===== src/rtl/seq_detect_pkg.sv =====
// Shared constants and helpers for the programmable serial pattern detector.
package seq_detect_pkg;

    localparam logic [31:0] DEFAULT_PATTERN = 32'b1011;
    localparam int          DEFAULT_LEN     = 4;
    localparam logic        DEFAULT_OVERLAP = 1'b1;

    // A zero-length pattern would match nothing meaningful, so it is treated as length 1.
    function automatic int clamp_len(input int raw, input int max_len);
        if (raw < 1)
            return 1;
        else if (raw > max_len)
            return max_len;
        else
            return raw;
    endfunction

endpackage


===== src/rtl/seq_window.sv =====
// History shift register and fill counter with a length-masked compare against the pattern.
module seq_window
    import seq_detect_pkg::*;
#(
    parameter int MAX_LEN = 8,
    parameter int LEN_W   = $clog2(MAX_LEN + 1)
) (
    input  logic               clk,
    input  logic               clear,
    input  logic               restart,
    input  logic               shift_en,
    input  logic               in_bit,
    input  logic [LEN_W-1:0]   len,
    input  logic [MAX_LEN-1:0] pattern,
    output logic               hit
);

    // Only MAX_LEN-1 older bits need storing; the newest bit comes straight from in_bit.
    logic [MAX_LEN-2:0] hist;
    logic [MAX_LEN-1:0] window;
    logic [MAX_LEN-1:0] mask;
    logic [LEN_W-1:0]   fill;
    logic               armed_next;

    assign window = {hist, in_bit};

    always_comb begin
        mask = '0;
        for (int i = 0; i < MAX_LEN; i++)
            mask[i] = (i < int'(len));
    end

    assign armed_next = ((LEN_W+1)'(fill) + (LEN_W+1)'(1)) >= (LEN_W+1)'(len);
    assign hit        = armed_next && ((window & mask) == (pattern & mask));

    always_ff @(posedge clk) begin
        if (clear) begin
            hist <= '0;
            fill <= '0;
        end else if (shift_en) begin
            hist <= window[MAX_LEN-2:0];
            if (restart)
                fill <= '0;
            else if (fill < len)
                fill <= fill + LEN_W'(1);
        end
    end

endmodule


===== src/rtl/seq_detect_prog.sv =====
// Programmable serial pattern detector: configuration registers, match pulse and saturating match counter.
module seq_detect_prog
    import seq_detect_pkg::*;
#(
    parameter int MAX_LEN = 8,
    parameter int CNT_W   = 8,
    parameter int LEN_W   = $clog2(MAX_LEN + 1)
) (
    input  logic               clk,
    input  logic               reset,
    input  logic               cfg_we,
    input  logic [MAX_LEN-1:0] cfg_pattern,
    input  logic [LEN_W-1:0]   cfg_len,
    input  logic               cfg_overlap,
    input  logic               in_valid,
    input  logic               in_bit,
    output logic               seq_seen,
    output logic [CNT_W-1:0]   match_count
);

    logic [MAX_LEN-1:0] pattern_q;
    logic [LEN_W-1:0]   len_q;
    logic               overlap_q;
    logic               hit;
    logic               accept;

    assign accept = in_valid && !reset && !cfg_we;

    seq_window #(
        .MAX_LEN (MAX_LEN),
        .LEN_W   (LEN_W)
    ) u_window (
        .clk      (clk),
        .clear    (reset || cfg_we),
        .restart  (hit && !overlap_q),
        .shift_en (accept),
        .in_bit   (in_bit),
        .len      (len_q),
        .pattern  (pattern_q),
        .hit      (hit)
    );

    always_ff @(posedge clk) begin
        if (reset) begin
            pattern_q <= DEFAULT_PATTERN[MAX_LEN-1:0];
            len_q     <= LEN_W'(DEFAULT_LEN);
            overlap_q <= DEFAULT_OVERLAP;
        end else if (cfg_we) begin
            pattern_q <= cfg_pattern;
            len_q     <= LEN_W'(clamp_len(int'(cfg_len), MAX_LEN));
            overlap_q <= cfg_overlap;
        end
    end

    always_ff @(posedge clk) begin
        if (reset || cfg_we) begin
            seq_seen    <= 1'b0;
            match_count <= '0;
        end else if (in_valid) begin
            seq_seen <= hit;
            if (hit && (match_count != '1))
                match_count <= match_count + CNT_W'(1);
        end else begin
            seq_seen <= 1'b0;
        end
    end

endmodule


===== config.mk =====
export PLATFORM = sky130hd
export DESIGN_NAME = seq_detect_prog
export DESIGN_NICKNAME = d
export VERILOG_FILES = /design/src/rtl/seq_detect_pkg.sv /design/src/rtl/seq_window.sv /design/src/rtl/seq_detect_prog.sv
export SDC_FILE = /design/constraint.sdc
export NUM_CORES = 1
export LEC_CHECK = 0
export CORE_ASPECT_RATIO = 1.25
export CORE_MARGIN = 2
export CORE_UTILIZATION = 49
export CTS_CLUSTER_SIZE = 8
export DETAILED_ROUTE_END_ITERATION = 6
export GPL_TIMING_DRIVEN = 1
export PLACE_DENSITY = 0.84
export RECOVER_POWER = 100
export SETUP_SLACK_MARGIN = 0.4
export SYNTH_ARGS = -nofsm -noshare
export SYNTH_HDL_FRONTEND = slang
export SYNTH_SLANG_ARGS = --single-unit

===== constraint.sdc =====
create_clock -name clk -period 5 [get_ports clk]
set_input_delay 0.5 -clock clk [delete_from_list [all_inputs] [get_ports clk]]
set_output_delay 0.5 -clock clk [all_outputs]
set_load 0.005 [all_outputs]

==> impl_metrics.json <==
{
  "result_of_the_run": "complete, no violations",
  "slew_headroom_pct": 39.6,
  "largest_net_degree_at_the_start_of_global_routing": 20,
  "chipWidth_um": 56.5,
  "synth_edf_count": 0,
  "dr_total_vias": 1446,
  "antenna-diode-count": 0,
  "post_cts.resized_instances": 0,
  "tritoncts": "yes",
  "swShare_pct": 25.6,
  "mapped_avg_cell_area_um2": 8.84,
  "critPathRequiredTime_ns": 5.18,
  "timing.fmax_mhz": 352,
  "synthDistinctLibCells": 39,
  "synth.top_cells.by_area": "sky130_fd_sc_hd__dfxtp_1 39%, sky130_fd_sc_hd__mux2i_1 7.7%, sky130_fd_sc_hd__ha_1 7.4%",
  "grt_pass1_wl_um": 5950,
  "port_buffers": 26,
  "synth.yosys.seq_area_share_pct": 39.1,
  "clock_latency_ns": 0.29,
  "fill_cells": 281,
  "synth_cells": 191,
  "critical_path.slowest_cell": "sky130_fd_sc_hd__or2_0",
  "critPathCaptureType": "flip-flop",
  "total_setup_violations_reported_at_the_end_of_the_flow": 0,
  "p_leak_uw": 0.000853,
  "cts_inserted_buffers": 5,
  "route.detailed.drc": 0,
  "layout_worst_path_cycle_share_pct": 56.9,
  "crit_chain": "dlygate4sd3_1, clkbuf_1, or2_0, nor2_1, a21o_1, a22o_1",
  "power.internal_uw": 426,
  "timing_worst_setup_path_type": "in -> reg",
  "worst-slew-pin-transition_ns": 0.906,
  "power_switching_uw": 147,
  "finalSetupTns_ns": 0,
  "cp_slowest_stage_delay_ns": 0.75,
  "skew_ns": 0.00423,
  "synth-seq-cells": 33,
  "ys.flop_type": "sky130_fd_sc_hd__dfxtp_1",
  "vdd_ir_drop_max_uv": 237,
  "ctsHtreeMaxLevel": 2,
  "dieArea_um2": 3940,
  "max_capacitance_violation_count": 0,
  "num_io_pins": 27,
  "post-synth-top-area-fraction_pct": 39.1,
  "synth-async-reset-ratio_pct": 0,
  "avgRoutedWirePerCell_um": 13.9,
  "floorplan.rows": 23,
  "worstPathArrival_ns": 3.03,
  "ant_nets": 0,
  "worst_hold_slack_ns": 0.512,
  "clk_transition_reported_paths_ns": 0.06,
  "cts-root-to-sink-buffers": 2,
  "syn-num-nets": 219,
  "grt_pass1_vias": 1369,
  "gpl.final_weighted_congestion": 0.766,
  "clkPwrFrac_pct": 35.0,
  "yosysTopAreaCell": "sky130_fd_sc_hd__dfxtp_1",
  "final-hold-violation-count": 0,
  "drive_above_1_share_pct": 3.67,
  "route.final.wire_length_um": 3540,
  "post-dp-hpwl_um": 2650,
  "clock_tree_sinks": 33,
  "cts_hold_repair.buffers": 0,
  "unrepaired_setup_endpoints_after_global_routing": "false",
  "netlist_area_um2": 1690,
  "globalRouteOverflowTotal": 0,
  "critical_path.startpoint_type": "primary input",
  "p_comb_share_pct": 15.1,
  "critPathMaxFanout": 19,
  "cp_num_buf_inv": 2,
  "syn_to_final_growth_pct": 21.6,
  "post_drt_via_cell_ratio": 5.67,
  "starting_utilization_of_the_core_area_pct": 51.9,
  "critical_path.top_delay_family": "buffers and inverters",
  "report.final.slew_viol_count": 0,
  "grt_antenna_before_repair": 0,
  "cellPowerDensity_nw_per_um2": 279,
  "period_minus_slack_ns": 2.84,
  "setup.reg_to_reg.worst_slack_ns": 2.17,
  "track_usage_pct": 19.9,
  "die-height_um": 69.6,
  "drt-initial-drc-count": 26,
  "min_path_type": "reg -> reg",
  "finish.net_count": 246,
  "yosysWarningCount": 0,
  "cts-root-buf": "sky130_fd_sc_hd__clkbuf_8",
  "cts.repair_timing.setup_buffer_count": 0,
  "core-area_um2": 3250,
  "seq_power_share_pct": 49.9,
  "drt_pre_antenna_iters": 4
}
-- power groups by stage --
stage          sequential (uW)  combinational [uW]  clock, uW
6_report                   286                86.8        200
5_1_grt                    287                98.0        218
4_1_cts                    286                89.0        208
3_5_place_dp               292                87.8          0
3_3_place_gp               291                86.0          0
2_1_floorplan              289                60.3          0
-- cell usage after synthesis, drive strengths merged, types with 3 or more instances --
library cell   n
dfxtp         33
nor2          27
a21oi         14
mux2i         13
ha            10
inv            9
o21ai          8
nand2          7
nand3          6
xnor2          6
clkbuf         5
nand4          5
or3            5
xor2           5
a211o          4
nor2b          4
o21a           4
a211oi         3
-- sequential cells by signal (all words and copies together) (netlist names) --
register and flops:
match_count 8, pattern_q 8, u_window.hist 7, len_q 4, u_window.fill 4, overlap_q 1, seq_seen 1
-- cells in the final DEF, fill, tap and decap left out, types with 4 or more instances in the layout --
cell type and n:
sky130_fd_sc_hd__dlygate4sd3_1 10, sky130_fd_sc_hd__a21oi_1 13, sky130_fd_sc_hd__xnor2_1 6, sky130_fd_sc_hd__o21ai_0 8
sky130_fd_sc_hd__nor2b_1 4, sky130_fd_sc_hd__nand2_1 7, sky130_fd_sc_hd__ha_1 10, sky130_fd_sc_hd__mux2i_1 13
sky130_fd_sc_hd__clkbuf_8 6, sky130_fd_sc_hd__o21a_1 4, sky130_fd_sc_hd__nand4_1 5, sky130_fd_sc_hd__dfxtp_1 33
sky130_fd_sc_hd__a211o_1 4, sky130_fd_sc_hd__nor2_1 27, sky130_fd_sc_hd__clkdlybuf4s50_1 16, sky130_fd_sc_hd__xor2_1 5
sky130_fd_sc_hd__inv_1 9, sky130_fd_sc_hd__or3_1 5, sky130_fd_sc_hd__nand3_1 6
-- worst min-delay path, stage by stage (launching register included) --
cell                      delay [ns]
sky130_fd_sc_hd__dfxtp_1        0.32
sky130_fd_sc_hd__o21ai_0        0.08
sky130_fd_sc_hd__a21oi_1        0.06
-- cell families (layout without fill, tap and decap cells) --
group | count (synthesis) | after routing | share of synthesized area [%]
flops | 33 | 33 | 39.1
mux | 13 | 13 | 7.70
xor+xnor | 11 | 11 | 5.70
compound gates | 43 | 43 | 17.0
buf+inv | 16 | 43 | 3.63
fa+ha+maj | 10 | 10 | 7.41
simple gates | 65 | 65 | 19.5
-- stage by stage --
step / setup slack, ns / instance area, um2 / instances / utilization, % / power [uW]
2_1_floorplan: 2.71 / 1690 / 191 / - / 349
3_3_place_gp: 2.51 / 1980 / 248 / 60.8 / 377
3_5_place_dp: 2.36 / 1980 / 248 / 60.8 / 379
4_1_cts: 2.34 / 2060 / 255 / 63.4 / 582
5_1_grt: 1.83 / 2050 / 255 / 63.1 / 603
6_report: 2.16 / 2050 / 255 / 63.1 / 573
-- final timing paths --
kind                           end  cells after the start        startpoint
setup / recovery  u_window.fill[3]                      6            cfg_we
setup reg to reg    match_count[4]                      8  u_window.fill[1]
hold / removal      match_count[5]                      2    match_count[5]
hold reg to reg     match_count[5]                      2    match_count[5]
-- per-layer routing --
metal / GRT usage, % / routed length [um]
met1: 21.8 / 1470
met2: 34.0 / 1850
met3: 6.16 / 139
met4: 9.52 / 76
met5: 0 / 0
-- cell type report --
cell class              count  area [um2]  area share, %
clock buffers               7        86.3           4.20
inverters                   9        33.8           1.65
multi-input cells         142         962           46.9
flip-flops and latches     33         661           32.2
well taps                  37        46.3           2.25
repair buffers             27         264           12.9
Power figures use the tool's default switching activity.
==> variant, RTL diff (same flow settings) <==
Register the input `cfg_len` before use, cleared by the reset. The logic sees it one clock later. The other inputs are not delayed to match.
--- a/src/rtl/seq_detect_prog.sv
+++ b/src/rtl/seq_detect_prog.sv
@@ -17,6 +17,16 @@
     output logic               seq_seen,
     output logic [CNT_W-1:0]   match_count
 );
+
+    logic [LEN_W-1:0] cfg_len_q;
+
+    always_ff @(posedge clk) begin
+        if (reset) begin
+            cfg_len_q <= '0;
+        end else begin
+            cfg_len_q <= cfg_len;
+        end
+    end
 
     logic [MAX_LEN-1:0] pattern_q;
     logic [LEN_W-1:0]   len_q;
@@ -47,7 +57,7 @@
             overlap_q <= DEFAULT_OVERLAP;
         end else if (cfg_we) begin
             pattern_q <= cfg_pattern;
-            len_q     <= LEN_W'(clamp_len(int'(cfg_len), MAX_LEN));
+            len_q     <= LEN_W'(clamp_len(int'(cfg_len_q), MAX_LEN));
             overlap_q <= cfg_overlap;
         end
     end
Function: changed (Yosys sat finds a counterexample within 4 cycles, from zero or initial values and one cycle with reset high).
==> variant against the original RTL <==
- area after synthesis rose by 7.9%
- power rose by 12%
- global-route usage fell by 2.0 points
- utilization fell by 0.89 points
- design area rose by 6.5%
- synthesized cell count rose by 4.2%
- first-iteration DRC count rose by 42%
- sequential power rose by 8.7%
- sequential cell count rose by 4
- wire length fell by 7.6%
- die area rose by 7.3%
- cell count rose by 3.5%
- setup slack got worse by 0.029 ns
- largest cell class unchanged
- largest power group unchanged
==> variant: results <==
[setup_path]
cp_data_arrival_time_ns = 3.10
worst_path_max_delay_cell = or4b_1
cp_max_fo = 15
cpPeakStageDelay_ns = 0.75

[route]
first_iter_violations = 37
dr_total_vias = 1448
vias_per_cell = 5.48
dr.pass1.iters = 4
drt-total-wl_mm = 3.27

[placement]
port-buffer-count = 26
dp_hpwl_mm = 2.37
gp_congestion = 0.775
placed_cells = 256

[clock_tree]
cts_buffers = 5
path_clk_slew_ns = 0.08
insertion_delay_ns = 0.30
cts_root_buffer = clkbuf_8
ctsHoldBuffers = 0
cts_resized = 0
post-cts-setup-buffer-count = 0
h-tree-depth = 2
clk_path_buf_depth = 2

[sta]
slew_headroom_pct = 36.4
skew_ns = 0.0103

[yosys]
synth_ff_type = dfxtp_1
synthArstFlopShare_pct = 0
ys_seq_area_share_pct = 40.7
syn_area_per_cell_um2 = 9.15
synthTopCellsByCount = 37 x dfxtp_1, 22 x nor2_1, 13 x a21oi_1, 13 x mux2i_1, 11 x inv_1
synth_fp_nets = 227
yosys_warnings = 0
synth_cell_type_count = 42
yosys-top-cells-area = dfxtp_1 41%, mux2i_1 7.1%, ha_1 6.9%, nor2_1 4.5%, xnor2_1 3.8%

[grt]
antenna_found_initial = 0
grt_usage_pct = 17.9
grt_max_degree = 20
grt_pass1_wl_mm = 5.75

[pwr]
p_leak_uw = 0.000885
peakVddDrop_mv = 0.235

[layout]
final_layout_size_suffix_gt1_share_pct = 4.89
reg.largest.list = match_count (8), pattern_q (8), u_window.hist (7)
fin_nets = 252
fillers = 301
antennaDiodeCount = 0

[run_status]
status = completed

[worst_hold_path]
hold_class = flip-flop to flip-flop
-- variant: per-layer routing --
layer | global-route usage, % | wire length, um
met2 | 30.5 | 1610
met5 | 0 | 0
met3 | 6.06 | 145
met1 | 19.9 | 1440
met4 | 8.01 | 80
-- variant: power breakdown --
group | leakage (uW) | internal, uW | switching (uW) | total [uW]
sequential | 0.000302 | 304 | 7.52 | 311
clock | 0.0000585 | 163 | 107 | 269
combinational | 0.000524 | 32.9 | 29.2 | 62.1
-- variant: worst max-delay path: cells and delay by family, from the launching register on --
kind            cells  cell delay (ns)
compound gates      3             0.40
simple gates        3             1.42
flops               1             0.47
xor+xnor            1             0.20
fa+ha+maj           1             0.26
buf+inv             1             0.07
-- variant: cell type report --
type | count | area (um^2) | share of cell area (%)
multi-input cells | 143 | 980 | 44.8
flip-flops and latches | 37 | 741 | 33.9
repair buffers | 26 | 260 | 11.9
clock buffers | 7 | 86.3 | 3.95
well taps | 39 | 48.8 | 2.23
inverters | 11 | 41.3 | 1.89
clock inverters | 1 | 30.0 | 1.37
-- variant: kinds of logic (layout without fill, tap and decap cells) --
family                     Yosys count  count (layout)  synth area share (%)
and+or+nand+nor                     64              64                  17.9
adders and majority gates           10              10                  6.87
buffers and inverters               19              45                  5.36
xor gates and xnor gates            12              12                  5.77
AOI/OAI and AO/OA                   44              44                  16.3
muxes                               13              13                  7.14
DFF                                 37              37                  40.7
-- variant: worst paths after layout --
kind                                        from              to  slack (ns)  cells after the start
worst max-delay path            u_window.fill[2]  match_count[5]        2.13                      9
worst min-delay path                cfg_len_q[2]        len_q[2]        0.48                      2
worst max register to register  u_window.fill[2]  match_count[5]        2.13                      9
worst min register to register      cfg_len_q[2]        len_q[2]        0.48                      2
-- variant: stage by stage --
stage | util [%] | total power (uW) | worst slack [ns] | instance area (um^2) | hold WS, ns
2_1_floorplan | - | 361 | 2.55 | 1820 | 0.445
3_3_place_gp | 59.0 | 380 | 2.17 | 2070 | 0.460
3_5_place_dp | 59.0 | 381 | 2.13 | 2070 | 0.471
4_1_cts | 62.4 | 648 | 2.27 | 2190 | 0.480
5_1_grt | 62.3 | 672 | 1.86 | 2190 | 0.535
6_report | 62.3 | 643 | 2.13 | 2190 | 0.478
